==> src/rtl/otter_pkg.sv <==
`default_nettype none
// ============================================================================
// Module   : otter_pkg
// Purpose  : Shared types for the Otter RV32I control path. Holds the
//            RV32I base opcode encodings and the multicycle sequencer state
//            encoding, used by both the decoder and otter_ctrl_fsm.
// Ports    : none (package)
// Revision : 1.0 - initial release
// ============================================================================
package otter_pkg;

   // RV32I base opcodes (ir[6:0])
   typedef enum logic [6:0] {
      LUI    = 7'b0110111,
      AUIPC  = 7'b0010111,
      JAL    = 7'b1101111,
      JALR   = 7'b1100111,
      LOAD   = 7'b0000011,
      OP_IMM = 7'b0010011,
      BRANCH = 7'b1100011,
      STORE  = 7'b0100011,
      RTYPE  = 7'b0110011,
      SYS    = 7'b1110011
   } opcode_t;

   // Sequencer states
   typedef enum logic [2:0] {
      ST_INIT   = 3'd0,
      ST_FETCH  = 3'd1,
      ST_EXEC   = 3'd2,
      ST_WB     = 3'd3,
      ST_INTRPT = 3'd4
   } ctrl_state_t;

endpackage
`default_nettype wire

==> src/rtl/otter_irq_arbiter.sv <==
`default_nettype none
// ============================================================================
// Module   : otter_irq_arbiter
// Purpose  : Edge-latched, fixed-priority interrupt arbiter. Rising edges on
//            irq[i] set pending[i]; ack[i] clears it (a new edge in the same
//            cycle wins). Lowest pending index has the highest priority.
// Ports    : CLK, RST        - clock, async active-high reset
//            irq             - synchronous request lines
//            ack             - one-hot acknowledge of the serviced channel
//            any_pending     - at least one channel pending
//            grant_onehot    - lowest-index pending channel, one-hot
//            grant_id        - index of that channel
// Revision : 1.0 - initial release
// ============================================================================
module otter_irq_arbiter #(
   parameter int NUM_IRQ  = 4,
   parameter int IRQ_ID_W = (NUM_IRQ > 1) ? $clog2(NUM_IRQ) : 1
) (
   input  logic                CLK,
   input  logic                RST,
   input  logic [NUM_IRQ-1:0]  irq,
   input  logic [NUM_IRQ-1:0]  ack,
   output logic                any_pending,
   output logic [NUM_IRQ-1:0]  grant_onehot,
   output logic [IRQ_ID_W-1:0] grant_id
);

   logic [NUM_IRQ-1:0] irq_q;
   logic [NUM_IRQ-1:0] pending;
   logic [NUM_IRQ-1:0] rise;

   assign rise = irq & ~irq_q;

   // Set is OR-ed in after the clear so a fresh edge survives its own ack.
   always_ff @(posedge CLK or posedge RST) begin
      if (RST) begin
         irq_q   <= '0;
         pending <= '0;
      end else begin
         irq_q   <= irq;
         pending <= (pending & ~ack) | rise;
      end
   end

   assign any_pending = |pending;

   // Scan from the top down so the lowest pending index is the last writer.
   always_comb begin
      grant_onehot = '0;
      grant_id     = '0;
      for (int i = NUM_IRQ - 1; i >= 0; i--) begin
         if (pending[i]) begin
            grant_onehot    = '0;
            grant_onehot[i] = 1'b1;
            grant_id        = IRQ_ID_W'(i);
         end
      end
   end

endmodule
`default_nettype wire

==> src/rtl/otter_ctrl_fsm.sv <==
`default_nettype none
// ============================================================================
// Module   : otter_ctrl_fsm
// Purpose  : Multicycle control sequencer for the Otter RV32I core. Sequences
//            fetch / execute / writeback, stalls on mem_ready and enters an
//            interrupt cycle between instructions when enabled and pending.
// Ports    : CLK, RST            - clock, async active-high reset
//            opcode, func3       - fields of the current instruction
//            irq, irq_en         - interrupt lines and global enable
//            mem_ready           - memory completes the access this cycle
//            rst_out             - reset strobe to PC / register file
//            pc_we, rf_we, csr_we- architectural write enables
//            mem_rden1           - instruction read
//            mem_rden2, mem_we2  - data read / write
//            int_taken           - interrupt entry cycle
//            mret_exec           - mret retiring
//            illegal_op          - unrecognised instruction retiring as NOP
//            irq_ack, irq_id     - serviced channel (one-hot / index)
// Revision : 1.0 - initial release
// ============================================================================
module otter_ctrl_fsm
   import otter_pkg::*;
#(
   parameter int NUM_IRQ  = 4,
   parameter int IRQ_ID_W = (NUM_IRQ > 1) ? $clog2(NUM_IRQ) : 1
) (
   input  logic                CLK,
   input  logic                RST,
   input  logic [6:0]          opcode,
   input  logic [2:0]          func3,
   input  logic [NUM_IRQ-1:0]  irq,
   input  logic                irq_en,
   input  logic                mem_ready,
   output logic                rst_out,
   output logic                pc_we,
   output logic                rf_we,
   output logic                csr_we,
   output logic                mem_rden1,
   output logic                mem_rden2,
   output logic                mem_we2,
   output logic                int_taken,
   output logic                mret_exec,
   output logic                illegal_op,
   output logic [NUM_IRQ-1:0]  irq_ack,
   output logic [IRQ_ID_W-1:0] irq_id
);

   ctrl_state_t          state;
   ctrl_state_t          after_retire;
   opcode_t              op;
   logic                 retire;
   logic                 any_pending;
   logic [NUM_IRQ-1:0]   grant_onehot;
   logic [IRQ_ID_W-1:0]  grant_id;

   assign op = opcode_t'(opcode);

   otter_irq_arbiter #(
      .NUM_IRQ  (NUM_IRQ),
      .IRQ_ID_W (IRQ_ID_W)
   ) u_arb (
      .CLK          (CLK),
      .RST          (RST),
      .irq          (irq),
      .ack          (irq_ack),
      .any_pending  (any_pending),
      .grant_onehot (grant_onehot),
      .grant_id     (grant_id)
   );

   // Interrupt decision is taken in the retiring cycle only.
   assign after_retire = (irq_en && any_pending) ? ST_INTRPT : ST_FETCH;

   always_comb begin
      rst_out    = 1'b0;
      pc_we      = 1'b0;
      rf_we      = 1'b0;
      csr_we     = 1'b0;
      mem_rden1  = 1'b0;
      mem_rden2  = 1'b0;
      mem_we2    = 1'b0;
      int_taken  = 1'b0;
      mret_exec  = 1'b0;
      illegal_op = 1'b0;
      irq_ack    = '0;
      irq_id     = '0;
      retire     = 1'b0;
      case (state)
         ST_INIT:  rst_out   = 1'b1;
         ST_FETCH: mem_rden1 = 1'b1;
         ST_EXEC: begin
            case (op)
               LOAD: mem_rden2 = 1'b1;
               STORE: begin
                  mem_we2 = 1'b1;
                  if (mem_ready) begin
                     pc_we  = 1'b1;
                     retire = 1'b1;
                  end
               end
               BRANCH: begin
                  pc_we  = 1'b1;
                  retire = 1'b1;
               end
               LUI, AUIPC, JAL, JALR, OP_IMM, RTYPE: begin
                  pc_we  = 1'b1;
                  rf_we  = 1'b1;
                  retire = 1'b1;
               end
               SYS: begin
                  pc_we  = 1'b1;
                  retire = 1'b1;
                  case (func3)
                     3'b000: mret_exec = 1'b1;
                     3'b001: begin
                        rf_we  = 1'b1;
                        csr_we = 1'b1;
                     end
                     default: illegal_op = 1'b1;
                  endcase
               end
               default: begin
                  pc_we      = 1'b1;
                  illegal_op = 1'b1;
                  retire     = 1'b1;
               end
            endcase
         end
         ST_WB: begin
            mem_rden2 = 1'b1;
            if (mem_ready) begin
               rf_we  = 1'b1;
               pc_we  = 1'b1;
               retire = 1'b1;
            end
         end
         ST_INTRPT: begin
            int_taken = 1'b1;
            pc_we     = 1'b1;
            irq_ack   = grant_onehot;
            irq_id    = grant_id;
         end
         default: ;
      endcase
   end

   always_ff @(posedge CLK or posedge RST) begin
      if (RST) begin
         state <= ST_INIT;
      end else begin
         case (state)
            ST_INIT:   state <= ST_FETCH;
            ST_FETCH:  if (mem_ready) state <= ST_EXEC;
            ST_EXEC: begin
               if (op == LOAD) state <= ST_WB;
               else if (retire) state <= after_retire;
            end
            ST_WB:     if (retire) state <= after_retire;
            ST_INTRPT: state <= ST_FETCH;
            default:   state <= ST_INIT;
         endcase
      end
   end

endmodule
`default_nettype wire

==> config.mk <==
export PLATFORM = sky130hd
export DESIGN_NAME = otter_ctrl_fsm
export DESIGN_NICKNAME = d
export VERILOG_FILES = /design/src/rtl/otter_pkg.sv /design/src/rtl/otter_irq_arbiter.sv /design/src/rtl/otter_ctrl_fsm.sv
export SDC_FILE = /design/constraint.sdc
export NUM_CORES = 1
export LEC_CHECK = 0
export CAP_MARGIN = 40
export CORE_ASPECT_RATIO = 0.8
export CORE_MARGIN = 2
export CORE_UTILIZATION = 30
export CTS_CLUSTER_SIZE = 8
export DETAILED_ROUTE_END_ITERATION = 12
export PLACE_DENSITY = 0.76
export SLEW_MARGIN = 5
export SYNTH_ARGS = -nofsm -noshare
export SYNTH_HDL_FRONTEND = slang
export SYNTH_SLANG_ARGS = --single-unit
==> constraint.sdc <==
create_clock -name CLK -period 1.3 [get_ports CLK]
set_input_delay 0.195 -clock CLK [delete_from_list [all_inputs] [get_ports CLK]]
set_output_delay 0.195 -clock CLK [all_outputs]
set_load 0.02 [all_outputs]
# Word-level counts from Yosys, hierarchy flattened
# Cells that the tools add are included.
[totals] regBits=11 out_inout_bits=16 elab_cells=69
[op_classes] eq_ne=16 n_mux=37 bitwise=5 n_reduce_logical=8
[ops] operator="7-bit == test, second input constant" count=4
[ops] operator="7-bit by 6-bit == test with 1-bit output, second input constant" count=3
[ops] operator="4-bit 2-to-1 mux" count=5
[ops] operator="1-bit 2-to-1 mux" count=15
[ops] operator="7-bit by 5-bit == test with 1-bit output, second input constant" count=2
[ops] operator="3-bit 2-to-1 mux" count=4
[ops] operator="1-bit case mux with 2 select lines" count=6
[ops] operator="3-bit case mux with 4 select lines" count=1
[ops] operator="2-bit 2-to-1 mux" count=5
[ops] operator="9-bit OR reduction" count=1
[ops] operator="4-bit bitwise AND" count=2
[ops] operator="4-bit inverter" count=2
[ops] operator="7-bit by 2-bit == test with 1-bit output, second input constant" count=1
[ops] operator="3-bit by 1-bit == test with 1-bit output, second input constant" count=2
[ops] operator="3-bit by 2-bit == test with 1-bit output, second input constant" count=2
[ops] operator="3-bit zero test" count=2
[ops] operator="6-bit OR reduction" count=1
[ops] operator="4-bit bitwise OR" count=1
[ops] operator="2-bit OR reduction" count=2
[ops] operator="4-bit OR reduction" count=1
[ops] operator="3-bit == test, second input constant" count=1
[ops] operator="1-bit case mux with 3 select lines" count=1
[ops] operator="2-bit != test, second input constant" count=1
[ops] operator="1-bit logical AND" count=1

# Depth between registers and ports, before layout
# Gate-level depths: netlist of the first run.
[logic_depth] depth_word=8 mapped_depth=5 depth_no_buf=4

# Hierarchy
# A second synthesis of the first run with hierarchy kept.
[hier_totals] cells_unflattened=89 hier_area_um2=765.7
[modules_own_cells] module="otter_ctrl_fsm" n_inst=1 cells_per_inst=60 area_per_inst_um2=454.2 seq_area_each_um2=75.1
[modules_own_cells] module="otter_irq_arbiter" n_inst=1 cells_per_inst=29 area_per_inst_um2=311.5 seq_area_each_um2=200.2

# Least setup slack after synthesis of the first run
# OpenSTA, ideal clock, no wires.
[synth_timing] kind="register to output" start="register state[2]" end="output illegal_op" arrival_time_ns=1.419 slack_ns=-0.314 path_stages_with_launch=4 path_buffers=1 path_cell_list="dfrtp_1 -> buf_2 -> nand2b_1 -> nor4_1"
[synth_via] elab_chain_len=2
[synth_rtl] item="from (decl)" line="otter_ctrl_fsm.sv:48" source="ctrl_state_t state;"
[synth_rtl] item="from (signal assigned)" line="otter_ctrl_fsm.sv:156" source="else if (retire) state <= after_retire;"
[synth_rtl] item="from (signal assigned)" line="otter_ctrl_fsm.sv:158" source="ST_WB: if (retire) state <= after_retire;"
[synth_rtl] item="3-bit by 2-bit == test with 1-bit output" line="otter_ctrl_fsm.sv:88" source="case (state)"
[synth_rtl] item="1-bit 2-to-1 mux" line="otter_ctrl_fsm.sv:88"
[synth_rtl] item="to (decl)" line="otter_ctrl_fsm.sv:43" source="output logic illegal_op,"
# No other way between the ends.

# Worst setup path after layout of the first run
[layout_timing] start="register state[1]" end="output irq_ack[3]"
[layout_via] elab_chain_len=2
[layout_rtl] item="3-bit == test" line="otter_ctrl_fsm.sv:88"
[layout_rtl] item="4-bit 2-to-1 mux" line="otter_ctrl_fsm.sv:88"
[layout_rtl] item="to (decl)" line="otter_ctrl_fsm.sv:44" source="output logic [NUM_IRQ-1:0] irq_ack,"
# No other way between the ends.

==> PnR_summary.wiki, run 1 <==
{| class="wikitable"
! Metric !! Value
|-
| Cell count after synthesis || between 80 and 90
|-
| Switching part of the total || between 30 and 40%
|-
| Pin count of the biggest net entering global routing || 12
|-
| Final setup vio count || 21
|-
| Initial DRC Count || 26
|-
| Average footprint of a synthesized cell || approximately 9 um2
|-
| Count of flip-flops with a built-in enable after synthesis || 0
|-
| RSZ-0062 raised after global routing || yes
|-
| Via density || 5.141
|-
| Wire length of the first global-routing pass || roughly 4200 um
|-
| Starting utilization of the core area || a little under a third
|-
| Most instantiated flip-flop cell in the synthesis netlist || dfrtp_1
|-
| Master cell of the clock root buffer || clkbuf_4
|-
| Detailed-route via count || roughly 950
|-
| Hold Path Class || in -> async
|-
| Number of standard cells in the final layout excluding fillers || between 150 and 200
|-
| Setup crit end kind || output port
|-
| DRT antenna net count || 0
|-
| Clock network power share || 10.5%
|-
| First-pass iteration count of the detailed router || 4
|-
| Part of the cycle the worst path needs || 134.1%
|-
| Port Buffers || 33
|-
| Origin of the worst setup path || state[1]
|-
| Share of async-settable or async-resettable flops after synthesis || between 90% and 100%
|-
| Max Cap Violations || 0
|-
| Worst flop-to-flop path startpoint || u_arb.pending[0]
|-
| Run status || finished with violations
|-
| Total Negative Setup Slacks || -5873 ps
|-
| Crit path DAT || roughly 1600 ps
|-
| Post-synth top area share || between 30% and 40%
|-
| Skew final || between 10 and 15 ps
|-
| Total of flip-flops plus latches after synthesis || 11
|-
| Final min period || roughly 1700 ps
|-
| Initial antenna violation count || 0
|-
| Highest net fanout along the worst path || 4
|-
| CP Depth || 4
|-
| Maximum clock frequency || about 570 MHz
|-
| Number of global-route vias before repair || slightly below 900
|-
| Combinational Power Share || between 60% and 70%
|-
| Number of antenna cells inserted || 0
|-
| Yosys warning total || 0
|-
| Clock tree from TritonCTS || yes
|-
| Wire length per cell after detailed routing || ~16 um
|-
| Synth-to-Final Area Change || 125.5%
|-
| Crit path max-delay cell type || dfrtp_2
|-
| Num rows || 16
|-
| Height of the die || just under 50 um
|-
| Total standard cell area after synthesis || 742.0 um2
|-
| Post-synth net total || 99
|-
| Total power density per cell area || between 1000 and 1500 mW/mm2
|-
| Total core area || 0.002402 mm2
|-
| Internal power consumption || about 0.0014 W
|-
| Post-synth top area cell || dfrtp_1
|-
| Classification of the worst setup path || reg -> out
|-
| Hold Worst Slack || about 200 ps
|-
| Last weighted congestion value of the routability-driven placer || 0.8400
|-
| H-tree levels || 1
|-
| Peak VDD IR || 0.8693 mV
|-
| Net count, final || 177
|-
| Horizontal die dimension || between 50 and 60 um
|-
| Internal reg-to-reg setup slack || -210 ps
|-
| Post-cts hold buffer count || 0
|-
| Placed Cells || 165
|-
| Cell type group with the largest total delay on the critical path || simple AND/OR/NAND/NOR gates
|-
| Final max-slew violation count || 0
|-
| Sequential-to-total area share from yosys stat || a little under two fifths
|-
| Detailed Place HPWL || between 1500 and 2000 um
|-
| Leakage || roughly 0.77 nW
|-
| Most frequent cells in the layout || 39 x buf_4, 20 x buf_6, 10 x clkdlybuf4s50_1
|-
| Total congestion overflow after global routing || 0
|-
| Total routing resource utilization after global routing || slightly below 20%
|-
| Ratio of cells with drive above 1 in the final layout || a little over three fifths
|-
| Cells along the critical path || nor4b_4 > buf_4 > and3_4 > buf_6
|-
| Worst R2R Path Depth || 6
|-
| Number of top-level pins || 34
|-
| Area contributors post-synth || dfrtp_1 37%, inv_1 4.0%, nand4bb_4 3.7%
|-
| Count of distinct cell types in the synthesized netlist || 32
|-
| Post-layout instance area || ~0.0017 mm2
|-
| Cell Area, Placed || roughly 0.0014 mm2
|-
| Routed Wire Length || approximately 3000 um
|-
| Startpoint types || flip-flop
|-
| Critical path buffer and inverter count || 2
|-
| Power dissipated by switching net loads || around 0.00095 W
|-
| Slew Limit Headroom || a little under three quarters
|-
| Post-route DRC || 0
|-
| Worst Path Required || about 1100 ps
|-
| Maximum number of buffers from clock root to sink || 2
|-
| Source-to-sink clock delay at the later pin of the worst-skew pair || approximately 280 ps
|-
| Sequential group share of total power || between 20% and 30%
|-
| Worst Max-Slew Pin Slew || 427.6 ps
|-
| Minimum setup slack after placement || -1025 ps
|-
| Full die area || 0.002889 mm2
|-
| Hold Fails Final Rpt || 0
|-
| CTS clock-pin slew for the worst setup and hold paths || 80 ps
|-
| Clk sink count || 11
|-
| Violated checks || negative setup slack
|-
| Number of CTS-inserted buffers || 3
|-
| Worst stage delay on the critical path || between 400 and 500 ps
|-
| Most frequent standard cell in the layout excluding fill and tap cells || buf_4
|-
| Minimum setup slack in the final design || -443.3 ps
|}
layout make-up:
class                           instances  area (um2)
Multi-Input combinational cell         59       624.3
Sequential cell                        11       279.0
Tap cell                               27       33.78
Inverter                                8       30.03
Clock buffer                            4       26.28
Fill cell                             169       729.5
Timing Repair Buffer                   76       679.4
flip-flops by register name, indices dropped and copies added, names as in the netlist:
| name | cells |
|---|---|
| state | 3 |
| u_arb.irq_q | 4 |
| u_arb.pending | 4 |
final timing paths:
check                              endpoint
setup / recovery                 irq_ack[3]
hold / removal               u_arb.irq_q[1]
setup reg to reg                   state[0]
hold reg to reg            u_arb.pending[3]
max in group asynchronous          state[2]
min in group CLK             u_arb.irq_q[1]
synthesized netlist by cell type (2+ instances only):
cell type	instances
dfrtp_1	11
inv_1	8
nor2_1	6
a21oi_1	4
nand2_1	4
nor2b_1	4
nor3_1	4
o21ai_0	4
and3_1	3
buf_2	3
o22ai_1	3
and2_1	2
nand3b_1	2
nand4bb_1	2
nor3b_1	2
nor4_1	2
o21a_1	2
cell families after synthesis:
family / after synthesis / share of synthesized area, %
and+or+nand+nor: 37 / 35.24
AOI/OAI and AO/OA: 22 / 21.58
buffers and inverters: 11 / 6.070
DFF: 11 / 37.10
stage by stage:
step           total power, W  util (%)
2_1_floorplan        0.001092         -
3_3_place_gp         0.001596     56.61
3_5_place_dp         0.001624     56.61
4_1_cts              0.001980     62.40
5_1_grt              0.002504     69.64
6_report             0.002385     69.64
timing repair:
item / CTS / global route
resized for setup: 122 / 24
setup endpoints to repair: 21 / 22
buffers inserted: 6 / 10
pin swaps: 15 / 10
worst reg2reg max path, cell delays in order, from the launching register on:
cell      delay [ps]
dfrtp_1          410
buf_4            150
buf_6            120
o41ai_4          430
buf_4            180
o211ai_2          80
o221ai_2          70
per-layer routing:
metal	up-vias	wire [um]	global-route usage, %
li1	454	-	-
met1	472	1369	26.57
met2	21	1540	31.32
met3	4	69	4.011
met4	0	29	4.444
met5	-	0	0
power by group through the flow:
stage | clock [W] | combinational (W) | sequential (W)
finish | 0.000249 | 0.00165 | 0.000489
global route | 0.000270 | 0.00174 | 0.000492
CTS | 0.000233 | 0.00127 | 0.000475
detailed placement | 0 | 0.00113 | 0.000491
global placement | 0 | 0.00111 | 0.000482
floorplan | 0 | 0.000638 | 0.000455
(Power assumes the default switching activity.)
==> inputs of run 2 (changes only) <==
--- a/config.mk
+++ b/config.mk
@@ -7,7 +7,6 @@
 export LEC_CHECK = 0
 export CAP_MARGIN = 40
 export CORE_ASPECT_RATIO = 0.8
-export CORE_MARGIN = 2
 export CORE_UTILIZATION = 30
 export CTS_CLUSTER_SIZE = 8
 export DETAILED_ROUTE_END_ITERATION = 12
==> run 2 against run 1 <==
The flow still finishes with violations (negative setup slack). Clock-buffer cell count did not move. Design area fell by 2.4%. Sequential share of layout area rose by 0.33 points. Critical endpoint unchanged.
==> PnR_summary.wiki, run 2 (same netlist as run 1, synthesis figures left out) <==
{| class="wikitable"
! Metric !! Value
|-
| Total Negative Setup Slacks || -5563 ps
|-
| Port Buffers || 33
|-
| Clock tree from TritonCTS || yes
|-
| Initial DRC Count || 27
|-
| Most frequent cells in the layout || 36 x buf_4, 22 x buf_6, 10 x clkdlybuf4s50_1
|-
| Total power density per cell area || roughly 1400 mW/mm2
|-
| Post-cts hold buffer count || 0
|-
| Number of antenna cells inserted || 0
|-
| Setup crit end kind || output port
|-
| Violated checks || negative setup slack
|-
| Maximum clock frequency || ~580 MHz
|-
| Power dissipated by switching net loads || approximately 0.00094 W
|-
| Worst Max-Slew Pin Slew || around 440 ps
|-
| Net count, final || ~180
|-
| Final setup vio count || 20
|-
| Worst stage delay on the critical path || about 450 ps
|-
| Leakage || 0.7492 nW
|-
| Wire length per cell after detailed routing || 15.44 um
|-
| Hold Path Class || in -> async
|-
| Hold Worst Slack || 211.7 ps
|-
| First-pass iteration count of the detailed router || 7
|-
| Hold Fails Final Rpt || 0
|-
| Top flop regs || u_arb.irq_q (4), u_arb.pending (4), state (3)
|-
| Source-to-sink clock delay at the later pin of the worst-skew pair || between 200 and 300 ps
|-
| Number of top-level pins || 34
|-
| Crit path DAT || about 1500 ps
|-
| Multi-input combinational cell area || 603.1 um2
|-
| Total core area || approximately 0.0023 mm2
|-
| Via density || roughly 5.1
|-
| Full die area || approximately 0.0027 mm2
|-
| Num rows || 15
|-
| Placed Cells || between 150 and 200
|-
| Critical path buffer and inverter count || 2
|-
| Max Cap Violations || 0
|-
| Skew final || roughly 5.6 ps
|-
| Maximum number of buffers from clock root to sink || 2
|-
| Filler instances || approximately 170
|-
| Horizontal die dimension || about 58 um
|-
| Post-route DRC || 0
|-
| Part of the cycle the worst path needs || 132.5%
|-
| Initial antenna violation count || 0
|-
| Number of global-route vias before repair || roughly 920
|-
| Classification of the worst setup path || reg -> out
|-
| Combinational Power Share || between 60 and 70%
|-
| Storage element area || about 280 um2
|-
| Master cell of the clock root buffer || clkbuf_4
|-
| Clk sink count || 11
|-
| Run status || finished with violations
|-
| Cell type group with the largest total delay on the critical path || simple AND/OR/NAND/NOR gates
|-
| Minimum setup slack in the final design || -422.9 ps
|-
| Final min period || roughly 1700 ps
|-
| Total congestion overflow after global routing || 0
|-
| Clock network power share || between 10% and 20%
|-
| RSZ-0062 raised after global routing || yes
|-
| Crit path max-delay cell type || dfrtp_2
|-
| Detailed Place HPWL || around 1700 um
|-
| Routed Wire Length || 2794 um
|-
| Synth-to-Final Area Change || 120.1%
|-
| Height of the die || approximately 46 um
|-
| Total routing resource utilization after global routing || a little over a fifth
|-
| Starting utilization of the core area || approximately a third
|-
| Ratio of cells with drive above 1 in the final layout || roughly 63%
|-
| Wire length of the first global-routing pass || about 4200 um
|-
| Number of CTS-inserted buffers || 3
|-
| Detailed-route via count || between 900 and 1000
|-
| DRT antenna net count || 0
|-
| Core utilization of the finished layout || about 73%
|-
| Final max-slew violation count || 0
|-
| Pin count of the biggest net entering global routing || 12
|-
| Sequential group share of total power || between 20% and 30%
|-
| Startpoint types || flip-flop
|-
| Number of standard cells in the final layout excluding fillers || ~180
|-
| Worst Path Required || around 1100 ps
|-
| Last weighted congestion value of the routability-driven placer || a little over 0.8
|-
| Cells along the critical path || nor4b_4 > buf_4 > and3_4 > buf_6
|-
| Switching part of the total || 39.99%
|-
| Highest net fanout along the worst path || 4
|-
| Peak VDD IR || 0.9220 mV
|-
| Slew Limit Headroom || a little over two thirds
|-
| H-tree levels || 1
|-
| Internal power consumption || 0.001403 W
|-
| Most frequent standard cell in the layout excluding fill and tap cells || buf_4
|-
| CTS clock-pin slew for the worst setup and hold paths || ~70 ps
|}
-- run 2: cell count changes in the layout (fill, tap and decap cells not counted), moves of 2 or more --
cell / delta
clkdlybuf4s15_1: -2
buf_6: +2
buf_2: +2
dlygate4sd2_1: -2
buf_4: -3
-- run 2: worst reg2reg max path, delay by kind of cell (launching register included) --
| family | cells | cell delay, ps |
|---|---|---|
| AOI/OAI and AO/OA | 2 | 170 |
| DFF | 1 | 450 |
| buffers and inverters | 2 | 320 |
| and+or+nand+nor | 2 | 410 |
-- run 2: layer usage --
layer	share of wire [%]	GRT usage (%)	wire (um)
met5	0	0	0
met4	0	3.902	0
met3	2.9	5.337	81
met2	53	38.37	1489
met1	44	26.19	1224
-- run 2: metrics by stage --
stage | area (um2) | power, W | setup WS [ps]
floorplan | 814.5 | 0.001092 | -85.35
CTS | 1526 | 0.002072 | -390.6
detailed placement | 1343 | 0.001577 | -1023
global placement | 1343 | 0.001556 | -986.7
global route | 1633 | 0.002467 | -487.7
finish | 1633 | 0.002338 | -422.9
-- run 2: repair_timing --
action                                  CTS  global route
pin swaps                                16            12
endpoints found under the setup margin   21            22
resized for setup                       135            18
setup buffers                            10             8
-- run 2: final cells by class --
class	instances	share of cell area [%]
Inverter	8	1.839
Sequential cell	11	17.01
Clock buffer	4	1.609
Timing Repair Buffer	74	40.69
Multi-Input combinational cell	59	36.93
Tap cell	25	1.916
-- run 2: power groups by stage --
stage | registers [W] | clock network [W] | logic (W)
final | 0.000493 | 0.000244 | 0.00160
after global routing | 0.000498 | 0.000268 | 0.00170
after detailed placement | 0.000481 | 0 | 0.00110
after CTS | 0.000483 | 0.000244 | 0.00135
after floorplan | 0.000455 | 0 | 0.000638
after global placement | 0.000479 | 0 | 0.00108
-- run 2: final timing paths --
path | from | cells after the start | end | slack, ps
max in group asynchronous | RST | 2 | state[1] | 760
max reg2reg | state[0] | 6 | u_arb.pending[3] | -150
min | RST | 2 | u_arb.irq_q[1] | 210
min reg2reg | u_arb.irq_q[3] | 1 | u_arb.pending[3] | 420
max | state[0] | 4 | irq_ack[3] | -420
min in group CLK | irq[0] | 1 | u_arb.irq_q[0] | 390
==> inputs of run 3 (changes only) <==
--- a/config.mk
+++ b/config.mk
@@ -10,6 +10,7 @@
 export CORE_UTILIZATION = 30
 export CTS_CLUSTER_SIZE = 8
 export DETAILED_ROUTE_END_ITERATION = 12
+export GPL_TIMING_DRIVEN = 1
 export PLACE_DENSITY = 0.76
 export SLEW_MARGIN = 5
 export SYNTH_ARGS = -nofsm -noshare
==> results of run 3 <==
No change in the layout: final DEF, timing and power equal those of run 2.
